`src/rtl/alu_result_mux_sched.sv`:
```
// alu_result_mux_sched
//   Round-robin scheduler for the shared 4:1 adiabatic result mux. One requester
//   is granted at a time. The scheduler drives the mux select, sequences the four
//   power-clock phase enables over a HOLD-cycle evaluation window, and captures
//   the mux output. It then inserts one recovery cycle before the next grant.
//
// Ports
//   clk          : single clock, rising-edge
//   rst_n        : asynchronous active-low reset
//   req          : level requests 0..3 (bit i also names mux input i)
//   mux_out      : shared mux output, sampled only at the capture edge
//   sel          : mux select {in1,in0}; changes only on a grant
//   phase        : one-hot {clkneg1,clkneg,clkpos1,clkpos}
//   gnt          : one-hot grant, held for the evaluation window
//   busy         : high in EVAL and RECOVER
//   result       : captured mux output
//   result_valid : one-cycle pulse when result updates
//   result_id    : requester index that owns result
//
// state   | meaning
// --------+------------------------------------------------------------
// IDLE    | waiting for any req; arbitrate from ptr on the grant edge
// EVAL    | gnt/sel held, phase steps one-hot by cnt, capture at HOLD-1
// RECOVER | one dead cycle with gnt and phase cleared before next grant

module alu_result_mux_sched #(
  parameter int WIDTH = 16,
  parameter int HOLD  = 4
) (
  input  logic             clk,
  input  logic             rst_n,
  input  logic [3:0]       req,
  input  logic [WIDTH-1:0] mux_out,
  output logic [1:0]       sel,
  output logic [3:0]       phase,
  output logic [3:0]       gnt,
  output logic             busy,
  output logic [WIDTH-1:0] result,
  output logic             result_valid,
  output logic [1:0]       result_id
);

  localparam logic [1:0] ST_IDLE    = 2'd0;
  localparam logic [1:0] ST_EVAL    = 2'd1;
  localparam logic [1:0] ST_RECOVER = 2'd2;

  // Final count of the evaluation window; cnt runs 0..HOLD-1.
  localparam logic [3:0] CNT_LAST = 4'(HOLD - 1);

  logic [1:0]       state_q,        state_d;
  logic [1:0]       ptr_q,          ptr_d;
  logic [3:0]       cnt_q,          cnt_d;
  logic [1:0]       sel_q,          sel_d;
  logic [3:0]       phase_q,        phase_d;
  logic [3:0]       gnt_q,          gnt_d;
  logic [WIDTH-1:0] result_q,       result_d;
  logic             result_valid_q, result_valid_d;
  logic [1:0]       result_id_q,    result_id_d;

  logic             win_found;
  logic [1:0]       win_idx;
  logic [1:0]       scan_idx;
  logic [3:0]       cnt_inc;

  // Rotating-priority search: the first asserted request at ptr, ptr+1, ...
  // The 2-bit index wraps naturally mod 4.
  always_comb begin
    win_found = 1'b0;
    win_idx   = 2'd0;
    scan_idx  = 2'd0;
    for (int i = 0; i < 4; i++) begin
      scan_idx = ptr_q + 2'(i);
      if (!win_found && req[scan_idx]) begin
        win_found = 1'b1;
        win_idx   = scan_idx;
      end
    end
  end

  assign cnt_inc = cnt_q + 4'd1;

  always_comb begin
    state_d        = state_q;
    ptr_d          = ptr_q;
    cnt_d          = cnt_q;
    sel_d          = sel_q;
    phase_d        = phase_q;
    gnt_d          = gnt_q;
    result_d       = result_q;
    result_id_d    = result_id_q;
    result_valid_d = 1'b0;

    case (state_q)
      ST_IDLE: begin
        if (win_found) begin
          state_d = ST_EVAL;
          gnt_d   = 4'b0001 << win_idx;
          sel_d   = win_idx;
          cnt_d   = 4'd0;
          ptr_d   = win_idx + 2'd1;
          phase_d = 4'b0001;
        end
      end

      ST_EVAL: begin
        if (cnt_q == CNT_LAST) begin
          // sel_q still holds the winner index for this transaction.
          result_d       = mux_out;
          result_id_d    = sel_q;
          result_valid_d = 1'b1;
          gnt_d          = 4'b0000;
          phase_d        = 4'b0000;
          cnt_d          = 4'd0;
          state_d        = ST_RECOVER;
        end else begin
          cnt_d   = cnt_inc;
          // Phase tracks cnt mod 4, so windows longer than 4 wrap to clkpos.
          phase_d = 4'b0001 << cnt_inc[1:0];
        end
      end

      ST_RECOVER: begin
        state_d = ST_IDLE;
      end

      default: begin
        state_d = ST_IDLE;
        gnt_d   = 4'b0000;
        phase_d = 4'b0000;
        cnt_d   = 4'd0;
      end
    endcase
  end

  // Phase and grant are registered so the power-clock enables leave flops
  // directly and cannot glitch from decode logic.
  always_ff @(posedge clk or negedge rst_n) begin
    if (!rst_n) begin
      state_q        <= ST_IDLE;
      ptr_q          <= 2'd0;
      cnt_q          <= 4'd0;
      sel_q          <= 2'd0;
      phase_q        <= 4'b0000;
      gnt_q          <= 4'b0000;
      result_q       <= '0;
      result_valid_q <= 1'b0;
      result_id_q    <= 2'd0;
    end else begin
      state_q        <= state_d;
      ptr_q          <= ptr_d;
      cnt_q          <= cnt_d;
      sel_q          <= sel_d;
      phase_q        <= phase_d;
      gnt_q          <= gnt_d;
      result_q       <= result_d;
      result_valid_q <= result_valid_d;
      result_id_q    <= result_id_d;
    end
  end

  assign sel          = sel_q;
  assign phase        = phase_q;
  assign gnt          = gnt_q;
  assign busy         = (state_q == ST_EVAL) || (state_q == ST_RECOVER);
  assign result       = result_q;
  assign result_valid = result_valid_q;
  assign result_id    = result_id_q;

endmodule

```
`config.mk`:
```
export PLATFORM = sky130hd
export DESIGN_NAME = alu_result_mux_sched
export DESIGN_NICKNAME = d
export VERILOG_FILES = /design/src/rtl/alu_result_mux_sched.sv
export SDC_FILE = /design/constraint.sdc
export NUM_CORES = 1
export LEC_CHECK = 0
export BUFFER_PORTS_ARGS = -buffer_cell sky130_fd_sc_hd__buf_2
export CAP_MARGIN = 25
export CORE_MARGIN = 8
export CORE_UTILIZATION = 29
export DETAILED_ROUTE_END_ITERATION = 16
export GPL_TIMING_DRIVEN = 0
export PLACE_DENSITY = 0.58
export SYNTH_ARGS = -nofsm -noshare
export SYNTH_HDL_FRONTEND = slang
export SYNTH_SLANG_ARGS = --single-unit
```
`constraint.sdc`:
```
create_clock -name clk -period 5.2 [get_ports clk]
set_input_delay 1.04 -clock clk [delete_from_list [all_inputs] [get_ports clk]]
set_output_delay 1.04 -clock clk [all_outputs]
set_load 0.05 [all_outputs]
```
==> metrics.md <==
| Metric | Value |
|---|---|
| Crit Path Class | `in -> reg` |
| Synth top area share | `0.485` |
| RSZ-0062 raised after global routing | `no` |
| Flops & latches, synth | `37` |
| Placeable core region | `6350 um2` |
| Clk buf depth | `2` |
| Final count of hold timing violations | `0` |
| Largest net degree at the start of global routing | `38` |
| Slew Viols, Final | `0` |
| Synth area leader | `dfrtp_1` |
| Final GP Congestion | `0.793` |
| Final worst path period need | `2640 ps` |
| Post-CTS Setup Repair Bufs | `0` |
| Synthesized Nets | `192` |
| DR WL/cell | `14.2 um` |
| Synthesized area per cell | `12.1 um2` |
| # setup viols final | `0` |
| TritonCTS clock tree | `yes` |
| DRC | `0` |
| Vias/cell | `4.86` |
| Hold depth | `1` |
| CP required | `5430 ps` |
| Total CTS buffers | `5` |
| DR vias | `1429` |
| Total track usage | `0.0923` |
| Synth unique cells | `41` |
| Sequential area share after synthesis | `0.485` |
| Post-Synthesis Cells | `158` |
| Sink Count | `37` |
| Drt pass-1 iters | `6` |
| Seq pwr share | `0.296` |
| Post-Syn Area | `1910 um2` |
| Worst Clk Skew | `3.86 ps` |
| Pwr dens | `698 nW/um2` |
| Finished layout cell area | `2360 um2` |
| Switch share | `0.511` |
| Port Buffers | `51` |
| Initial antenna violation count | `0` |
| # diodes | `0` |
| First-pass GRT wire length | `7270 um` |
| Flop2flop setup slack | `3010 ps` |
| Dpl hpwl | `3100 um` |
| Layout cells sized above 1 | `0.438` |
| Final ANT Viol Nets | `0` |
| Clock network power share | `0.130` |
| Post-Route WL | `4180 um` |
| # hold bufs at CTS | `0` |
| Worst Path Max Fanout | `5` |
| H-tree levels | `2` |
| Die area | `9440 um2` |
| CP arrival | `2860 ps` |
| GRT overflow | `0` |
| P&R area growth vs syn | `23.4%` |
| Die Ht | `97.2 um` |
| Vias in the first global route | `1510` |
| Root Driver | `clkbuf_8` |
| Num rows | `29` |
| Setup_tns | `0 ps` |
| Max rail drop VDD | `0.000289 V` |
| Worst-Skew Late Latency | `290 ps` |
| Slew headroom | `0.446` |
| Fin util | `0.371` |
| Synth top area cells | `dfrtp_1 48%, mux2_2 11%, ha_1 7.9%, nand2_1 2.9%, mux2i_1 2.6%` |
| Pint | `805 uW` |
| Startpoint types | `primary input` |
| Die W | `97.2 um` |
| Cell Area, Placed | `2260 um2` |
| Post-CTS sizing | `0` |
| Worst min path class | `reg -> reg` |
| Worst-margin pin slew | `831 ps` |
| Max Fclk | `0.379 GHz` |
| Ports | `52` |
| # nets final | `250` |
| Pleak | `0.00121 uW` |
| Max cap viols | `0` |
| Result of the run | `finished, final reports clean` |
| CP endpoint kind | `register` |
| Logic pwr share | `0.574` |
| Clk pin slew, worst setup/hold paths | `70 ps` |
| Ys Warns | `0` |
| Initial Util | `0.301` |
| Sw Pwr | `840 uW` |
| Final period util | `0.507` |
| Initial drt markers | `21` |
| Reg2Reg Depth | `7` |
==> kinds of logic after synthesis <==
logic type / Yosys count / share of synthesized area
muxes: 24 / 0.138
AOI/OAI and AO/OA: 27 / 0.129
DFF: 37 / 0.485
adders and majority gates: 12 / 0.0786
buffers and inverters: 19 / 0.0511
and+or+nand+nor: 39 / 0.119
==> cells in the mapped netlist (all sizes together) <==
cell and n:
a2111oi 4, a211o 4, a21o 3, a21oi 4, a221o 1, a221oi 1, a22oi 1, and3 6
buf 7, clkbuf 2, dfrtp 37, ha 12, inv 10, mux2 19, mux2i 5, nand2 15
nand2b 4, nand3 2, nand4b 2, nor2 3, nor3b 1, nor4 2, o211ai 1, o21ai 1
o2bb2ai 1, o31ai 1, o32a 1, o32ai 1, o41a 1, o41ai 2, or2 1, or3b 2
or4 1
==> state kept, by name, summed over array words and instances, names as in the netlist <==
name and flops:
gnt 4, ptr_q 2, phase 4, sel 2, state_q 2, result 16
result_valid 1, cnt_q 4, result_id 2
==> layer usage <==
layer,GRT usage,vias up,part of all wire
met3,0.0384,4,0.074
met1,0.108,692,0.44
met5,0,-,0
li1,-,690,-
met2,0.148,43,0.48
met4,0.0320,0,0.0074
==> worst paths after layout <==
check | start | end
min in group asynchronous | rst_n | gnt[1]
worst max register to register | ptr_q[0] | gnt[0]
worst min-delay path | result[4] | result[4]
max in group asynchronous | rst_n | state_q[1]
worst max-delay path | req[0] | gnt[0]
worst min register to register | result[4] | result[4]
==> cells in the final DEF (no fill, tap or decap), types with 3 or more instances in the layout <==
cell | Yosys | routed
and3_1 | 6 | 6
a2111oi_2 | 3 | 3
clkbuf_8 | 0 | 6
inv_1 | 10 | 10
ha_1 | 12 | 12
a21oi_1 | 3 | 3
nand2_1 | 15 | 15
mux2i_1 | 5 | 5
mux2_2 | 19 | 19
dfrtp_1 | 37 | 37
a211o_1 | 4 | 4
nand2b_1 | 4 | 4
nor2_1 | 3 | 3
buf_2 | 3 | 54
==> stage by stage <==
stage                     cells  worst slack [ps]  hold WS [ps]  total power, uW
after floorplan             158              2660           522             1230
after global placement      286              2290           484             1440
after detailed placement    286              2270           490             1450
after CTS                   294              2540           508             1670
after global routing        294              2410           529             1770
final                       294              2560           502             1650
==> area by class of cell <==
class / instances / area (um2)
multi-input cells: 102 / 887
clock buffers: 6 / 82.6
fillers: 614 / 3990
inverters: 10 / 37.5
plain buffers: 9 / 60.1
repair buffers: 51 / 255
flip-flops and latches: 37 / 926
clock inverters: 2 / 13.8
well taps: 77 / 96.3
==> power groups by stage <==
stage,registers [uW],logic [uW],clock network [uW]
2_1_floorplan,854,376,0
3_3_place_gp,489,950,0
3_5_place_dp,495,957,0
4_1_cts,491,961,223
5_1_grt,512,1020,235
6_report,488,945,213
==> critical path, stage by stage <==
cell and delay [ps]:
buf_2 150, or3b_2 470, o211ai_1 140, or2_2 170, ha_1 130, nand2_1 50
a2111oi_0 540, a211o_1 180
Note: power is estimated with default switching activity, not from simulation.
